<file path="src/rtl/spi_tx_phy.sv">
// ---------------------------------------------------------------------------
// spi_tx_phy
//   Transmit-only SPI PHY for an LCD panel, SPI mode 0 (SCK idles low, data
//   changes on the falling edge, sampled by the panel on the rising edge),
//   MSB first. One 8- or 32-bit word per transfer. Every pin is a flop
//   output.
//
// Parameters
//   CLK_DIV       SCK half-period in clk cycles (1..255)
//
// Ports
//   clk           single clock, rising edge
//   rst_n         asynchronous active-low reset
//   spi_mosi      [31:0] word to send (narrow transfers use [7:0])
//   spi_begin     transfer request, sampled while idle
//   spi_wide      1 = 32-bit transfer, 0 = 8-bit transfer
//   spi_cs        chip-select level wanted while idle (1 = deselect)
//   lcd_data_cmd  D/C level latched at transfer start (1 = data)
//   spi_busy      transfer in progress
//   lcd_sck       serial clock pin
//   lcd_sdo       serial data pin
//   lcd_cs_n      chip-select pin, active low
//   lcd_dc        data/command pin
// ---------------------------------------------------------------------------
module spi_tx_phy #(
    parameter int CLK_DIV = 1
) (
    input  logic        clk,
    input  logic        rst_n,
    input  logic [31:0] spi_mosi,
    input  logic        spi_begin,
    input  logic        spi_wide,
    input  logic        spi_cs,
    input  logic        lcd_data_cmd,
    output logic        spi_busy,
    output logic        lcd_sck,
    output logic        lcd_sdo,
    output logic        lcd_cs_n,
    output logic        lcd_dc
);

    typedef enum logic [1:0] {
        ST_IDLE = 2'd0,
        ST_LOW  = 2'd1,
        ST_HIGH = 2'd2
    } state_t;

    // Last count value of each SCK half-period.
    localparam logic [7:0] HALF_TC = 8'(CLK_DIV - 1);

    state_t      state_q,    state_d;
    logic [31:0] shreg_q,    shreg_d;
    logic [5:0]  bit_cnt_q,  bit_cnt_d;
    logic [7:0]  half_cnt_q, half_cnt_d;
    logic        busy_q,     busy_d;
    logic        sck_q,      sck_d;
    logic        sdo_q,      sdo_d;
    logic        cs_n_q,     cs_n_d;
    logic        dc_q,       dc_d;

    logic        half_done;
    logic [5:0]  bit_cnt_dec;
    logic [31:0] shreg_shift;
    logic [31:0] load_word;

    assign half_done   = (half_cnt_q == HALF_TC);
    // Saturating decrement: the bit counter never wraps below zero.
    assign bit_cnt_dec = (bit_cnt_q != 6'd0) ? (bit_cnt_q - 6'd1) : 6'd0;
    assign shreg_shift = {shreg_q[30:0], 1'b0};
    // Narrow words are left-justified so bit 31 is always the next bit out.
    assign load_word   = spi_wide ? spi_mosi : {spi_mosi[7:0], 24'h0};

    // NOTE: every variable gets its default (hold) value first, so no path
    // through the case statement can leave one unassigned and infer a latch.
    always_comb begin
        state_d    = state_q;
        shreg_d    = shreg_q;
        bit_cnt_d  = bit_cnt_q;
        half_cnt_d = half_cnt_q;
        busy_d     = busy_q;
        sck_d      = sck_q;
        sdo_d      = sdo_q;
        dc_d       = dc_q;

        unique case (state_q)
            ST_IDLE: begin
                sck_d      = 1'b0;
                sdo_d      = 1'b0;
                half_cnt_d = 8'd0;
                if (spi_begin) begin
                    shreg_d   = load_word;
                    bit_cnt_d = spi_wide ? 6'd32 : 6'd8;
                    dc_d      = lcd_data_cmd;
                    busy_d    = 1'b1;
                    // First data bit must already be on the pin for the LOW phase.
                    sdo_d     = load_word[31];
                    state_d   = ST_LOW;
                end
            end

            ST_LOW: begin
                sck_d = 1'b0;
                sdo_d = shreg_q[31];
                if (half_done) begin
                    half_cnt_d = 8'd0;
                    sck_d      = 1'b1;
                    state_d    = ST_HIGH;
                end else begin
                    half_cnt_d = half_cnt_q + 8'd1;
                end
            end

            ST_HIGH: begin
                sck_d = 1'b1;
                if (half_done) begin
                    half_cnt_d = 8'd0;
                    shreg_d    = shreg_shift;
                    bit_cnt_d  = bit_cnt_dec;
                    sck_d      = 1'b0;
                    if (bit_cnt_dec != 6'd0) begin
                        // Falling SCK edge: present the next bit together with it.
                        sdo_d   = shreg_shift[31];
                        state_d = ST_LOW;
                    end else begin
                        sdo_d   = 1'b0;
                        busy_d  = 1'b0;
                        state_d = ST_IDLE;
                    end
                end else begin
                    half_cnt_d = half_cnt_q + 8'd1;
                end
            end

            default: begin
                state_d = ST_IDLE;
                busy_d  = 1'b0;
                sck_d   = 1'b0;
                sdo_d   = 1'b0;
            end
        endcase

        // Chip select is forced low for the whole transfer and otherwise follows
        // the requested level, so a deselect queued with the last word takes
        // effect on the edge that ends that word.
        cs_n_d = busy_d ? 1'b0 : spi_cs;
    end

    // NOTE: sequential state uses non-blocking assignments only, so every flop
    // samples the pre-edge values computed above regardless of block order.
    always_ff @(posedge clk or negedge rst_n) begin
        if (!rst_n) begin
            state_q    <= ST_IDLE;
            shreg_q    <= 32'h0;
            bit_cnt_q  <= 6'd0;
            half_cnt_q <= 8'd0;
            busy_q     <= 1'b0;
            sck_q      <= 1'b0;
            sdo_q      <= 1'b0;
            cs_n_q     <= 1'b1;
            dc_q       <= 1'b0;
        end else begin
            state_q    <= state_d;
            shreg_q    <= shreg_d;
            bit_cnt_q  <= bit_cnt_d;
            half_cnt_q <= half_cnt_d;
            busy_q     <= busy_d;
            sck_q      <= sck_d;
            sdo_q      <= sdo_d;
            cs_n_q     <= cs_n_d;
            dc_q       <= dc_d;
        end
    end

    assign spi_busy = busy_q;
    assign lcd_sck  = sck_q;
    assign lcd_sdo  = sdo_q;
    assign lcd_cs_n = cs_n_q;
    assign lcd_dc   = dc_q;

endmodule
</file>
<file path="config.mk">
export PLATFORM = sky130hd
export DESIGN_NAME = spi_tx_phy
export DESIGN_NICKNAME = d
export VERILOG_FILES = /design/src/rtl/spi_tx_phy.sv
export SDC_FILE = /design/constraint.sdc
export NUM_CORES = 1
export LEC_CHECK = 0
export ABC_AREA = 1
export BUFFER_PORTS_ARGS = -buffer_cell sky130_fd_sc_hd__buf_2
export CAP_MARGIN = 20
export CORE_UTILIZATION = 35
export CTS_BUF_LIST = sky130_fd_sc_hd__clkbuf_4
export CTS_CLUSTER_SIZE = 40
export DETAILED_ROUTE_END_ITERATION = 12
export SYNTH_ARGS = -nofsm -noshare
export SYNTH_HDL_FRONTEND = slang
export SYNTH_SLANG_ARGS = --single-unit
</file>
<file path="constraint.sdc">
create_clock -name clk -period 5.56 [get_ports clk]
set_clock_uncertainty 0.1 [all_clocks]
set_input_delay 0.556 -clock clk [delete_from_list [all_inputs] [get_ports clk]]
set_output_delay 0.556 -clock clk [all_outputs]
set_load 0.1 [all_outputs]
</file>
======== Word-level counts from Yosys, hierarchy flattened ========
Cells that the tools add are included.
word-level totals
  input port bits ......................... 38
  logic and storage cells ................. 54
  bits in registers ....................... 53
operators by class
  add/subtract/negate cells ............... 2
  reduce and logical (&&, ||, !) cells .... 10
  multiplexer cells ....................... 28
  equal/unequal tests ..................... 5
operator list
  cell                   count
  $mux W32               3
  $pmux W32 S2           1
  $mux W6                4
  $pmux W8 S2            1
  $pmux W6 S2            1
  $reduce_bool A6 Y1     2
  $mux W1                10
  $add A8 B1 Y8 const B  1
  $logic_not A8 Y1       1
  $mux W8                1
  $mux W2                3
  $ne A2 B2 Y1 const B   3
  $pmux W1 S3            2
  $pmux W2 S3            1
  $reduce_and A3 Y1      2
  $sub A6 B1 Y6 const B  1
  $reduce_bool A2 Y1     2
  $eq A2 B1 Y1 const B   1
  $eq A2 B2 Y1 const B   1
  $logic_not A2 Y1       1
  $pmux W1 S2            1
  $reduce_and A2 Y1      1
  $reduce_or A2 Y1       1

======== Longest topological paths before layout ========
  word-level depth ........................ 7
  mapped depth ............................ 13
  depth with buffers taken out ............ 12

======== Least setup slack after synthesis ========
No wires, ideal clock.
  path type ............................... flip-flop to flip-flop
  start ................................... reg state_q[0]
  end ..................................... reg shreg_q[5]
  buffers on the path ..................... 2
  required time ........................... 5.386 ns
  setup slack ............................. 3.694 ns
  cell stages (with the launch flop) ...... 10
  library setup time ...................... 0.074 ns
  data arrival time ....................... 1.692 ns
  cell sequence ........................... dfrtp_1 inv_1 ha_1 inv_1 buf_2 nand2_1 inv_1 clkbuf_1 a22oi_1 o21ai_2
on the way
  longest elaborated chain between the ends .. 3
ends and longest elaborated chain
  element                                                              RTL line  source
  start: declaration                                                   51        state_t state_q, state_d;
  start signal: assignment                                             162       state_q <= state_d;
  $eq A2 B2 Y1 or $logic_not A2 Y1 (tied branches)                     85        unique case (state_q)
  $ne A2 B2 Y1 (no source line) or $reduce_bool A2 Y1 (tied branches)  --
  $reduce_and A3 Y1 (no source line)                                   --
  end signal: assignment                                               163       shreg_q <= shreg_d;
  end: declaration                                                     52        logic [31:0] shreg_q, shreg_d;
Parallel ways exist; a longest one is shown, timed or not.
A chain may end at the register's enable or synchronous reset.

======== Worst setup path in the final report ========
  start ................................... reg state_q[0]
  end ..................................... reg shreg_q[8]
Same word-level chain as after synthesis.

==> flow_summary.yaml <==
synthesis:
  syn-cell-area_mm2: 0.00279
  synth-edff-count: 0
  synth-simple-area-share: 0.197
  synth_fa_ha_area_frac: 0.0359
  synth_area_per_cell_um2: 8.66
  synth-seq-cells: 53
  netlist.area_leader.share: 0.467
  synth_area_leader_cell: "dfrtp_1"
  synthMuxAreaShare: 0.0328
  synth_top_family_by_area: "simple AND/OR/NAND/NOR gates"
  synthesis.nets: 368
  ys.warnings.count: 0
  netlist_top_cells_area: "dfrtp_1 47%, nand2_1 11%, a22oi_1 6.5%, o21ai_0 3.9%, inv_1 3.6%"
  async_reset_ff_frac: 1.00
  synth-xor-area-share: 0.00628
  ys_types: 33
  synth_compound_area_frac: 0.180
  synth_flop_cell: "dfrtp_1"
  syn-instance-count: 322
  yosysMostFrequentCell: "nand2_1"
  synthTopCellsByCount: "85 x nand2_1, 52 x dfrtp_1, 27 x inv_1"
  yosysSeqAreaShare: 0.476
timing:
  setup-tns-final_ns: 0
  rsz0062_at_grt: "false"
  min_period_over_period: 0.508
  hold_ws_ns: 0.182
  tightest_slew_ns: 0.880
  relSlewSlack: 0.412
  drv_slew: 0
  hold_viol: 0
  fin_crit_ns: 2.82
  fmax_mhz: 354
  finalSetupViolations: 0
clock_tree:
  tritoncts: "built"
  clockBufferDepth: 2
  post_cts_buffers: 0
  clk_latency_ns: 0.37
  cts_buffers: 5
  clk_pin_slew_ns: 0.15
  clock-sinks: 53
  cts_resized: 0
  htreeDepth: 2
  cts_hold_buf: 0
  cts-root-buf: "clkbuf_4"
critical_path:
  crit_arrival_ns: 2.94
  required_ns: 5.68
  end_kind: "flop"
  crit_fanout: 58
  crit_type: "reg2reg"
  start_kind: "flop"
grt:
  grt_antenna_before_repair: 0
  grt_pass1_vias: 2206
  gr-usage-all-layers: 0.150
  grt_max_degree: 59
  grt_pass1_wl_um: 10100
  grt.overflow.total: 0
placed_design:
  post-dp-hpwl_um: 3990
  place.gp.congestion: 0.793
  port-buffer-count: 42
layout:
  syn_to_final_growth_pct: 12.4
  antenna-diode-count: 0
  drive_gt1_frac: 0.184
  nNetsFinal: 404
floorplan:
  placeableCoreArea_mm2: 0.00773
  start_util: 0.361
  die-area_mm2: 0.00833
  dieWidth_um: 91.2
  ios: 43
  rows: 32
  fp.dieH_um: 91.2
detailed_routing:
  routedWlPerCell_um: 12.4
  first_iter_violations: 145
  post-route-drc-count: 0
  num_vias: 2251
  drtPass1Iterations: 4
  ant_nets: 0
  routed_wl_um: 5720
  vias_per_cell: 4.88
power:
  seq_power_share: 0.598
  comb_power_share: 0.066
  clock_power_share: 0.337
  powerDensity_mw_per_mm2: 206
  ir_drop_uv: 109
  intPower_mw: 0.502
  sw_frac_of_total: 0.224
  power_switching_mw: 0.144
  p_leak_nw: 1.59
run_status:
  status: "finished, final reports clean"
run:
  cap_violations: 0
min_path:
  hold_path.class: "in2async"
==> kinds of logic (layout without fill, tap and decap cells) <==
logic type | count (synthesis) | after routing
DFF | 53 | 53
and+or+nand+nor | 128 | 128
adders and majority gates | 8 | 8
AOI/OAI and AO/OA | 77 | 77
buffers and inverters | 45 | 82
muxes | 9 | 9
xor gates and xnor gates | 2 | 2
==> through the flow <==
stage | setup slack [ns] | area [um^2] | utilization | total power, mW | instances
6_report | 2.74 | 3130 | 0.406 | 0.646 | 461
5_1_grt | 2.42 | 3130 | 0.406 | 0.674 | 461
4_1_cts | 2.76 | 3130 | 0.406 | 0.658 | 461
3_5_place_dp | 2.77 | 3060 | 0.395 | 0.437 | 453
3_3_place_gp | 2.90 | 3060 | 0.395 | 0.437 | 453
2_1_floorplan | 3.69 | 2790 | - | 0.411 | 322
==> path summary, 6_finish.rpt <==
path                                       to         from  slack [ns]  cells past startpoint
min in group clk                     lcd_cs_n       spi_cs        0.24                      3
worst min register to register    shreg_q[31]  shreg_q[31]        0.40                      2
max in group asynchronous         shreg_q[29]        rst_n        4.71                      2
worst max register to register     shreg_q[8]   state_q[0]        2.74                      7
worst min-delay path            half_cnt_q[4]        rst_n        0.18                      2
worst max-delay path               shreg_q[8]   state_q[0]        2.74                      7
==> metal layers <==
layer,share of wire,up-vias,global-route usage,wire (um)
met5,0,-,0,0
met4,0.012,0,0.0437,68
met3,0.038,6,0.0318,220
met2,0.46,44,0.243,2620
met1,0.49,1052,0.202,2810
li1,-,1149,-,-
==> placed cells by master, fill, tap and decap left out, drive strengths merged <==
master and n:
a22oi 24, a21oi 9, ha 8, mux2 1
o21ai 32, bufinv 1, nand4 2, o31ai 3
nand2 88, nor3b 3, buf 44, dfrtp 52
and2 2, clkinv 2, o211ai 7, nand3 12
xor2 2, inv 29, nor2 18, dfstp 1
a31oi 1, o22ai 1, clkbuf 6, mux2i 8
nor3 3
==> cell type report <==
class                           count  area (um^2)
Fill cell                         779         4590
Tap cell                          102          128
Sequential cell                    53         1330
Timing Repair Buffer               44          225
Clock inverter                      2         33.8
Multi-Input combinational cell    224         1260
Inverter                           30          113
Clock buffer                        6         45.0
==> sequential cells by signal (all words and copies together), names as in the netlist <==
name,count
shreg_q,32
bit_cnt_q,6
lcd_sdo,1
half_cnt_q,8
lcd_sck,1
state_q,2
lcd_dc,1
spi_busy,1
lcd_cs_n,1
==> power by group through the flow <==
stage	registers [mW]	logic, mW	clock network (mW)
final	0.386	0.0425	0.218
after global routing	0.387	0.0481	0.240
after CTS	0.386	0.0438	0.227
after detailed placement	0.393	0.0436	0
after global placement	0.393	0.0438	0
after floorplan	0.397	0.0147	0
==> worst max-delay path: stages, from the launching register on <==
cell	delay (ns)
dfrtp_1	0.42
inv_1	0.09
ha_1	0.20
buf_4	0.24
inv_1	0.48
a21oi_4	0.24
inv_2	0.71
o21ai_0	0.18
(Power assumes the default switching activity.)
